File: config.mk
export PLATFORM = sky130hd
export DESIGN_NAME = multicycle_controller
export DESIGN_NICKNAME = d
export VERILOG_FILES = /design/src/rtl/multicycle_controller.sv
export SDC_FILE = /design/constraint.sdc
export NUM_CORES = 1
export LEC_CHECK = 0
export BUFFER_PORTS_ARGS = -buffer_cell sky130_fd_sc_hd__buf_2
export CAP_MARGIN = 20
export CORE_MARGIN = 4
export CORE_UTILIZATION = 25
export CTS_CLUSTER_DIAMETER = 30
export DETAILED_ROUTE_END_ITERATION = 10
export PLACE_DENSITY = 0.56
export SLEW_MARGIN = 30
export SYNTH_ARGS = -nofsm -noshare
export SYNTH_HDL_FRONTEND = slang
export SYNTH_SLANG_ARGS = --single-unit
File: constraint.sdc
create_clock -name clk -period 1.5 [get_ports clk]
set_input_delay 0.15 -clock clk [delete_from_list [all_inputs] [get_ports clk]]
set_output_delay 0.15 -clock clk [all_outputs]
set_load 0.01 [all_outputs]
File: src/rtl/multicycle_controller.sv
// -----------------------------------------------------------------------------
// multicycle_controller
//   Main control FSM and ALU decoder for a multi-cycle MIPS datapath. Each
//   instruction is sequenced through fetch, decode, execute, memory and
//   writeback states. All outputs are Moore (decoded from the registered
//   state) except pcen, which also depends on the current-cycle zero flag.
//
// Ports
//   clk        in   system clock, rising edge
//   reset      in   synchronous, active-low; forces FETCH, gates all writes
//   op         in   [5:0] instr[31:26]
//   funct      in   [5:0] instr[5:0]
//   zero       in   ALU zero flag, current cycle
//   pcen       out  PC register enable
//   irwrite    out  instruction register enable
//   regwrite   out  register file write enable
//   memwrite   out  memory write strobe
//   alusrca    out  0=pc, 1=A
//   iord       out  0=pc, 1=aluout as memory address
//   memtoreg   out  0=aluout, 1=memory data
//   regdst     out  0=rt, 1=rd
//   alusrcb    out  [1:0] 00=B, 01=4, 10=signimm, 11=signimm<<2
//   pcsrc      out  [1:0] 00=aluresult, 01=aluout, 10=jump target
//   alucontrol out  [2:0] 010 add, 110 sub, 000 and, 001 or, 111 slt
//   state      out  [3:0] current state encoding (debug/verification)
// -----------------------------------------------------------------------------
module multicycle_controller (
  input  logic       clk,
  input  logic       reset,
  input  logic [5:0] op,
  input  logic [5:0] funct,
  input  logic       zero,
  output logic       pcen,
  output logic       irwrite,
  output logic       regwrite,
  output logic       memwrite,
  output logic       alusrca,
  output logic       iord,
  output logic       memtoreg,
  output logic       regdst,
  output logic [1:0] alusrcb,
  output logic [1:0] pcsrc,
  output logic [2:0] alucontrol,
  output logic [3:0] state
);

  typedef enum logic [3:0] {
    FETCH  = 4'd0,
    DECODE = 4'd1,
    MEMADR = 4'd2,
    MEMRD  = 4'd3,
    MEMWB  = 4'd4,
    MEMWR  = 4'd5,
    EXEC   = 4'd6,
    ALUWB  = 4'd7,
    BEQ    = 4'd8,
    ADDIEX = 4'd9,
    ADDIWB = 4'd10,
    JUMP   = 4'd11,
    BNE    = 4'd12
  } state_e;

  localparam logic [5:0] OP_R    = 6'b000000;
  localparam logic [5:0] OP_LW   = 6'b100011;
  localparam logic [5:0] OP_SW   = 6'b101011;
  localparam logic [5:0] OP_BEQ  = 6'b000100;
  localparam logic [5:0] OP_BNE  = 6'b000101;
  localparam logic [5:0] OP_ADDI = 6'b001000;
  localparam logic [5:0] OP_J    = 6'b000010;

  localparam logic [2:0] ALU_ADD = 3'b010;
  localparam logic [2:0] ALU_SUB = 3'b110;
  localparam logic [2:0] ALU_AND = 3'b000;
  localparam logic [2:0] ALU_OR  = 3'b001;
  localparam logic [2:0] ALU_SLT = 3'b111;

  state_e state_q, state_d;
  state_e dec_state;
  logic   pcwrite, branch, branchne;
  logic   irwrite_d, regwrite_d, memwrite_d;

  function automatic logic [2:0] alu_decode(input logic [5:0] f);
    case (f)
      6'b100000: alu_decode = ALU_ADD;
      6'b100010: alu_decode = ALU_SUB;
      6'b100100: alu_decode = ALU_AND;
      6'b100101: alu_decode = ALU_OR;
      6'b101010: alu_decode = ALU_SLT;
      default:   alu_decode = ALU_ADD;
    endcase
  endfunction

  // NOTE: sequential state uses non-blocking assignment so every flop samples
  // its input before any of them update; reset here is synchronous.
  always_ff @(posedge clk) begin
    if (!reset) state_q <= FETCH;
    else        state_q <= state_d;
  end

  // While reset is held the mux selects decode as FETCH, even if the register
  // still holds a mid-instruction state before the next edge.
  assign dec_state = reset ? state_q : FETCH;

  always_comb begin
    // NOTE: every combinational output gets a default first, so no path
    // through the case can leave a signal unassigned and infer a latch.
    state_d    = FETCH;
    pcwrite    = 1'b0;
    branch     = 1'b0;
    branchne   = 1'b0;
    irwrite_d  = 1'b0;
    regwrite_d = 1'b0;
    memwrite_d = 1'b0;
    alusrca    = 1'b0;
    iord       = 1'b0;
    memtoreg   = 1'b0;
    regdst     = 1'b0;
    alusrcb    = 2'b00;
    pcsrc      = 2'b00;
    alucontrol = ALU_ADD;

    case (dec_state)
      DECODE: begin
        alusrcb = 2'b11;  // precompute branch target into aluout
        case (op)
          OP_LW, OP_SW: state_d = MEMADR;
          OP_R:         state_d = EXEC;
          OP_BEQ:       state_d = BEQ;
          OP_BNE:       state_d = BNE;
          OP_ADDI:      state_d = ADDIEX;
          OP_J:         state_d = JUMP;
          default:      state_d = FETCH;  // unknown op retires as a NOP
        endcase
      end
      MEMADR: begin
        alusrca = 1'b1;
        alusrcb = 2'b10;
        state_d = (op == OP_SW) ? MEMWR : MEMRD;
      end
      MEMRD: begin
        iord    = 1'b1;
        state_d = MEMWB;
      end
      MEMWB: begin
        memtoreg   = 1'b1;
        regwrite_d = 1'b1;
      end
      MEMWR: begin
        iord       = 1'b1;
        memwrite_d = 1'b1;
      end
      EXEC: begin
        alusrca    = 1'b1;
        alucontrol = alu_decode(funct);
        state_d    = ALUWB;
      end
      ALUWB: begin
        regdst     = 1'b1;
        regwrite_d = 1'b1;
      end
      BEQ: begin
        alusrca    = 1'b1;
        alucontrol = ALU_SUB;
        pcsrc      = 2'b01;
        branch     = 1'b1;
      end
      BNE: begin
        alusrca    = 1'b1;
        alucontrol = ALU_SUB;
        pcsrc      = 2'b01;
        branchne   = 1'b1;
      end
      ADDIEX: begin
        alusrca = 1'b1;
        alusrcb = 2'b10;
        state_d = ADDIWB;
      end
      ADDIWB: regwrite_d = 1'b1;
      JUMP: begin
        pcsrc   = 2'b10;
        pcwrite = 1'b1;
      end
      // FETCH, and the unreachable encodings 13-15 recover through FETCH.
      default: begin
        alusrcb   = 2'b01;
        irwrite_d = 1'b1;
        pcwrite   = 1'b1;
        state_d   = DECODE;
      end
    endcase
  end

  assign pcen     = reset & (pcwrite | (branch & zero) | (branchne & ~zero));
  assign irwrite  = reset & irwrite_d;
  assign regwrite = reset & regwrite_d;
  assign memwrite = reset & memwrite_d;
  assign state    = state_q;

endmodule
==> reports/results.txt, run 1 <==
status: finished, violations left
failing checks: negative setup slack
core area: 2191 um^2
capture point of the worst path: alucontrol[1]
met1 Use GR: 0.1620
first-pass GRT wire length: 3.042 mm
CTS Hold Bufs: 0
total CTS buffers: 3
Skew-Pair Late Insertion Delay: 230 ps
CP startpoint: state[0]
synthesized area per cell: 6.756 um^2
ratio of cells with drive above 1 in the final layout: 0.5313
largest net degree at the start of global routing: 18
most common cell in the netlist: nor2_1
Lkg Pwr: 0.4722 nW
Largest delay share family, worst path: simple AND/OR/NAND/NOR gates
Routed WL: 1.921 mm
crit start category: register
Total GRT Usage: 0.1169
nets: 145
clock skew: 0.1713 ps
RSZ-0062 raised after global routing: true
Post-DP HPWL: 1.469 mm
Hold Crit Class: input pin to register
drt first-iter violations: 24
Die ar.: 3128 um^2
peak supply drop: 165.8 uV
CTS max path bufs: 2
CP arrival: 1540 ps
Worst Reg-to-Reg Cells: 6
Die Ht: 55.93 um
Layout Utilization: 0.4300
Final min period: 1690 ps
# rows: 17
critical path class: register to primary output
CP Max Fanout: 3
r2r setup slk: 160 ps
clock sink count: 4
synthesized net count: 100
Worst path max stage delay: 520 ps
Area Overhead vs Synth: 64.05%
GP Congestion: 0.8072
total grt overflow: 0
initial antenna violation count: 0
wire length per cell: 12.31 um
Worst-Margin Slew: 536.1 ps
drt via density: 5.000
post-synth cell types: 39
met3 GRT Util: 0.01856
busiest grt layer: met2
Root Buffer: clkbuf_4
share of Yosys cell area claimed by the top area cell type: 0.1394
grt met2 use: 0.1824
Levels on crit path: 4
# IOs: 34
vias in the first global route: 689
Post-Syn Instances: 85
WP buf/inv: 1
fmax: 0.5919 GHz
Setup Viol. Count Final: 6
#FFs+latches synth: 4
ant diodes: 0
vias: 780
initial core utilization: 0.2621
clk slew on worst S/H paths: 40 ps
top cell type by total area after synthesis: dfxtp_1
setup slack after layout: -189.6 ps
RR Startpoint: state[1]
CTS tree: done
Max-Cap Viols: 0
Worst EP required: 1350 ps
Largest register FFs: 4
warnings from Yosys: 0
Final period util: 1.126
power after layout: 0.3976 mW
Remaining DRCs: 0
asr flop ratio synth: 0
Setup WS pre-CTS: 14.09 ps
Chip Width: 55.93 um
ys flop type: dfxtp_1
sequential element share of the synthesized area: 0.1394
worst r2r dst: state[0]
Cell Area, Synth: 574.3 um^2
Fin. Hold Viols: 0
Post-synth EDFFs: 0
fillcell total: 230
worst path cell trace: nand2b_4 > or4b_4 > or2_1 > buf_2
PortBufs: 33
CP Capture Type: primary output
CP max stage cell: or4b_4
H-tree depth: 1
Slew HR: 0.6377
final slew viol count: 0
post-route antenna net violation count: 0
first-pass detailed-route iteration total: 4
Pwr Density: 422.0 nW/um^2
synth cell count leaders: 13 x nor2_1, 11 x nand2_1, 6 x a21oi_1, 4 x clkbuf_1, 4 x dfxtp_1
synth top area cells: dfxtp_1 14%, nor2_1 8.5%, nand2_1 7.2%
## per-layer routing
| metal | share of wire | wire length, um |
|---|---|---|
| met3 | 0.075 | 145 |
| met5 | 0 | 0 |
| met4 | 0 | 0 |
| met2 | 0.47 | 898 |
| met1 | 0.46 | 877 |
## cells by family after synthesis
kind of cell	share of synthesized area
AOI/OAI and AO/OA	0.2506
buffers and inverters	0.06317
muxes	0.01961
DFF	0.1394
and+or+nand+nor	0.4815
xor gates and xnor gates	0.04576
## where the power goes
group / switching (mW) / internal, mW
Combinational: 0.0805 / 0.0750
Clock: 0.0415 / 0.0893
Sequential: 0.00316 / 0.108
Total: 0.125 / 0.272
## worst min-delay path by stage
stage / slack [ps] / depth (start not counted) / startpoint / endpoint
finish: 250 / 4 / op[1] / state[2]
CTS: 240 / 4 / op[1] / state[2]
global route: 270 / 4 / op[1] / state[2]
detailed placement: 490 / 4 / op[1] / state[2]
floorplan: 320 / 3 / op[1] / state[2]
global placement: 480 / 4 / op[1] / state[2]
## timing repair
action,4_1_cts,5_1_grt
setup buffers,0,4
resized for setup,7,17
setup endpoints to repair,10,13
cloned,0,1
pin swaps,1,4
## layout by cell type, fill, tap and decap left out, types with 3 or more instances in the layout
master and n:
nor2_1 10, nand3_1 3, nand2b_4 3, buf_4 10
nor3_1 3, nand2_1 10, a21oi_1 5, buf_2 33
buf_6 4, clkbuf_4 3
## area by class of cell
| type | count | area (um^2) | area share |
|---|---|---|---|
| sequential | 4 | 90.09 | 0.09562 |
| timing repair buffer | 47 | 285.3 | 0.3028 |
| multi-input combinational | 73 | 505.5 | 0.5365 |
| inverter | 1 | 3.754 | 0.003984 |
| tap | 28 | 35.03 | 0.03718 |
| clock buffer | 3 | 22.52 | 0.02390 |
## worst register-to-register path, cell delays in order, from the launching register on
cell	delay (ps)
dfxtp_4	350
buf_6	130
buf_4	130
nor2_4	100
nand3b_1	130
nor4_1	290
o21a_1	150
## metrics by stage
| stage | setup TNS (ps) | instances | cell area [um^2] | hold slack [ps] |
|---|---|---|---|---|
| global route | -1096 | 156 | 942.2 | 266.0 |
| global placement | 0 | 148 | 810.8 | 482.7 |
| detailed placement | 0 | 148 | 810.8 | 485.4 |
| finish | -620.8 | 156 | 942.2 | 247.7 |
| floorplan | 0 | 85 | 580.6 | 319.2 |
| CTS | -777.2 | 151 | 855.8 | 237.3 |
Power figures use the tool's default switching activity.
==> run 2, diff against run 1 <==
- ABC_AREA: unset -> 1
- PLACE_DENSITY: 0.56 -> 0.57
==> reports/results.txt, run 2 <==
vias: 864
Skew-Pair Late Insertion Delay: 240 ps
sequential element share of the synthesized area: 0.1553
peak supply drop: 283.3 uV
final instance area: 1069 um^2
most frequent cells in the layout: 30 x buf_2, 21 x inv_1, 19 x nand2_1
Area Overhead vs Synth: 107.3%
Root Buffer: clkbuf_4
wire length per cell: 12.37 um
CP max stage cell: dfxtp_4
synthesized area per cell: 5.005 um^2
Setup Viol. Count Final: 9
asr flop ratio synth: 0
Total GRT Usage: 0.1708
post-synth cell types: 13
Worst-Margin Slew: 366.4 ps
top cell type by total area after synthesis: nand2_1
synthesized net count: 118
CP Capture Type: primary output
Routed WL: 2.263 mm
Fin. Hold Viols: 0
clock sink count: 4
Hold Crit Class: input pin to register
initial antenna violation count: 0
RSZ-0062 raised after global routing: true
Lkg Pwr: 0.7044 nW
share of Yosys cell area claimed by the top area cell type: 0.2476
status: finished, violations left
Die Ht: 53.41 um
fillcell total: 203
CP Max Fanout: 4
Pwr Density: 351.6 nW/um^2
ratio of cells with drive above 1 in the final layout: 0.5769
CP arrival: 1460 ps
drt via density: 4.721
Post-DP HPWL: 1.504 mm
critical path class: register to primary output
first-pass GRT wire length: 3.463 mm
worst r2r dst: state[0]
placed cell areas: 759.5 um^2
Final min period: 1610 ps
CTS max path bufs: 2
#FFs+latches synth: 4
crit start category: register
Max-Cap Viols: 0
Largest register FFs: 4
GP Congestion: 0.9108
synth cell count leaders: 34 x nand2_1, 24 x inv_1, 12 x nand3_1, 12 x nor2_1, 5 x nand4_1
post-route antenna net violation count: 0
core area: 1962 um^2
largest net degree at the start of global routing: 8
CTS tree: done
final slew viol count: 0
PortBufs: 33
CTS Hold Bufs: 0
storage element area: 92.59 um^2
Slew HR: 0.7535
Worst Hold Depth: 3
Worst Reg-to-Reg Cells: 8
worst hold endpoint: state[2]
r2r setup slk: 240 ps
setup slack after layout: -109.9 ps
Final period util: 1.073
clock skew: 5.567 ps
multi-input combinational cell area: 499.2 um^2
clk slew on worst S/H paths: 40 ps
Post-Syn Instances: 103
Chip Width: 53.41 um
Die ar.: 2853 um^2
failing checks: negative setup slack
Worst EP required: 1350 ps
fmax: 0.6212 GHz
drt first-iter violations: 17
Remaining DRCs: 0
vias in the first global route: 829
hold path start: op[3]
Post-synth EDFFs: 0
Cell Area, Synth: 515.5 um^2
initial core utilization: 0.2628
RR Startpoint: state[0]
total CTS buffers: 3
worst path cell trace: buf_12 > nor2_4 > nand2_2 > nand3_2 > inv_2 > and3_4 > buf_6
Worst path max stage delay: 350 ps
total grt overflow: 0
ant diodes: 0
ys flop type: dfxtp_1
H-tree depth: 1
# rows: 16
most common cell in the netlist: nand2_1
first-pass detailed-route iteration total: 4
most common cell after layout, fill and taps aside: buf_2
warnings from Yosys: 0
final std cells w/o fill: 183
nets: 173
Placed Cells incl. Taps: 169
# IOs: 34
synth top area cells: nand2_1 25%, inv_1 17%, dfxtp_1 16%
[run 2: worst max path at each step]
stage | from | end | slack [ps] | cells after the start
2_1_floorplan | state[2] | pcen | 120 | 8
3_3_place_gp | state[1] | alusrcb[0] | -50 | 7
3_5_place_dp | state[1] | alusrcb[0] | -20 | 7
4_1_cts | state[3] | pcen | -40 | 9
5_1_grt | state[0] | pcen | -190 | 8
6_report | state[3] | alusrcb[0] | -110 | 7
[run 2: layer usage]
layer	wire (um)	global-route usage	share of wire	vias to the layer above
li1	-	-	-	429
met3	144	0.03380	0.064	8
met2	1240	0.3469	0.55	30
met4	74	0.07660	0.033	0
met1	803	0.1569	0.35	397
met5	0	0	0	-
[run 2: report_power, final]
group | switching (mW) | leakage, nW | total (mW) | internal, mW
Sequential | 0.00869 | 0.0352 | 0.117 | 0.108
Clock | 0.0517 | 0.0138 | 0.142 | 0.0900
Combinational | 0.0686 | 0.655 | 0.117 | 0.0487
Total | 0.129 | 0.704 | 0.376 | 0.247
[run 2: kinds of logic (layout without fill, tap and decap cells)]
family | after synthesis | count (layout) | share of synthesized area
flops | 4 | 4 | 0.1553
simple gates | 67 | 67 | 0.5704
compound gates | 6 | 6 | 0.06553
xor+xnor | 2 | 2 | 0.03399
buf+inv | 24 | 77 | 0.1748
[run 2: final cells by class]
type                            instances  share of cell area
Clock buffer                            3             0.02108
Inverter                               24             0.08665
Multi-Input combinational cell         75              0.4672
Sequential cell                         4             0.08665
Tap cell                               27             0.03162
Timing Repair Buffer                   50              0.3068
[run 2: timing repair]
action	CTS	global route
buffers inserted	7	4
endpoints found under the setup margin	11	11
resized for setup	37	19
pin swaps	10	10
[run 2: worst max-delay path, delay by kind of cell, from the launching register on]
family	cells	cell delay, ps
flops	1	350
buf+inv	3	280
simple gates	4	580
[run 2: metrics by stage]
stage / power [mW] / utilization / worst slack, ps / setup TNS [ps] / hold slack [ps]
floorplan: 0.1619 / - / 122.1 / 0 / 310.7
global placement: 0.2078 / 0.3871 / -50.52 / -89.00 / 495.2
detailed placement: 0.2085 / 0.3871 / -18.40 / -18.40 / 478.5
CTS: 0.3660 / 0.4885 / -35.47 / -114.4 / 231.4
global route: 0.4011 / 0.5446 / -187.1 / -1241 / 275.6
finish: 0.3757 / 0.5446 / -109.9 / -539.8 / 228.0
==> run 3, diff against run 2 <==
- CORE_AREA: unset -> 4 4 41 43
- CORE_MARGIN: 4 -> unset
- CORE_UTILIZATION: 25 -> unset
- CTS_BUF_LIST: unset -> sky130_fd_sc_hd__clkbuf_16
- DIE_AREA: unset -> 0 0 45 47
- PLACE_DENSITY: 0.57 -> 0.8
==> reports/results.txt, run 3 (same netlist as run 2, synthesis figures left out) <==
Setup Viol. Count Final: 4
setup slack after layout: -149.3 ps
Remaining DRCs: 0
Area Overhead vs Synth: 113.8%
wire length per cell: 14.74 um
CP Max Fanout: 5
# rows: 13
CTS max path bufs: 2
drt via density: 5.380
final slew viol count: 0
CP Capture Type: primary output
CTS Hold Bufs: 0
PortBufs: 33
Skew-Pair Late Insertion Delay: 230 ps
Layout Utilization: 0.8471
Post-DP HPWL: 1.365 mm
total grt overflow: 0
vias in the first global route: 795
vias: 920
failing checks: negative setup slack
final instance area: 1102 um^2
placed cell areas: 729.5 um^2
first-pass GRT wire length: 3.318 mm
status: finished, violations left
Pwr Density: 606.2 nW/um^2
fillcell total: 77
core area: 1301 um^2
Final period util: 1.100
Die ar.: 2115 um^2
multi-input combinational cell area: 488.0 um^2
ratio of cells with drive above 1 in the final layout: 0.5833
most common cell after layout, fill and taps aside: buf_2
initial antenna violation count: 0
Setup WS pre-CTS: -26.27 ps
RSZ-0062 raised after global routing: true
Root Buffer: clkbuf_16
peak supply drop: 504.3 uV
Worst-Margin Slew: 361.1 ps
fmax: 0.6063 GHz
Setup TNS: -325.6 ps
total CTS buffers: 3
largest net degree at the start of global routing: 8
Die Ht: 47 um
Hold Crit Class: input pin to register
post-route antenna net violation count: 0
H-tree depth: 1
nets: 173
CP arrival: 1500 ps
clk slew on worst S/H paths: 30 ps
Chip Width: 45 um
CTS tree: done
drt first-iter violations: 42
initial core utilization: 0.3962
Routed WL: 2.520 mm
crit start category: register
Max-Cap Viols: 0
critical path class: register to primary output
most frequent cells in the layout: 31 x buf_2, 19 x inv_1, 18 x nand2_1
Largest register FFs: 4
first-pass detailed-route iteration total: 4
Slew HR: 0.7571
Final min period: 1649 ps
# IOs: 34
clock skew: 4.368 ps
Hold Slack: 249.3 ps
GP Congestion: 0.8608
Lkg Pwr: 0.7238 nW
clock sink count: 4
storage element area: 95.09 um^2
Worst EP required: 1350 ps
Total GRT Usage: 0.2218
ant diodes: 0
Fin. Hold Viols: 0
## run 3: cell counts in the layout (fill, tap and decap cells not counted)
No cell type changed its count.
## run 3: critical path: stages (launching register included)
cell and delay, ps:
dfxtp_4 390, nand2_4 80, nor2_4 150, buf_6 130, nand2_2 70, nand2_2 80, nor2_2 40, nand4_1 110
inv_1 90, buf_6 130
## run 3: worst paths after layout
| path | depth (start not counted) | start | end | slack, ps |
|---|---|---|---|---|
| max | 9 | state[1] | irwrite | -150 |
| min | 4 | op[3] | state[1] | 250 |
| max reg2reg | 8 | state[1] | state[0] | 260 |
| min reg2reg | 3 | state[1] | state[3] | 740 |
## run 3: power by group
| part | switching [mW] | internal, mW |
|---|---|---|
| clock network | 0.0825 | 0.341 |
| registers | 0.00785 | 0.107 |
| logic | 0.0743 | 0.0557 |
| total | 0.165 | 0.504 |
## run 3: per-layer routing
layer	up-vias	track usage	part of all wire
met2	76	0.3842	0.48
met5	-	0	0
li1	432	-	-
met1	395	0.2268	0.37
met3	17	0.04598	0.098
met4	0	0.1930	0.054
## run 3: area by class of cell
class,instances,area share
Clock buffer,3,0.06810
Multi-Input combinational cell,75,0.4427
Timing Repair Buffer,50,0.3042
Inverter,24,0.08173
Sequential cell,4,0.08627
Tap cell,15,0.01703
## run 3: what timing repair did
| action | in CTS | in global routing |
|---|---|---|
| endpoints found under the hold margin | 0 | 0 |
| endpoints found under the setup margin | 8 | 7 |
| gates resized for setup | 38 | 26 |
| pin swaps | 11 | 13 |
| setup buffers | 9 | 5 |
## run 3: stage by stage
step	instances	total power, mW
after CTS	167	0.6453
after global placement	155	0.2046
after detailed placement	155	0.2070
after global routing	171	0.6919
final	171	0.6682
after floorplan	103	0.1619
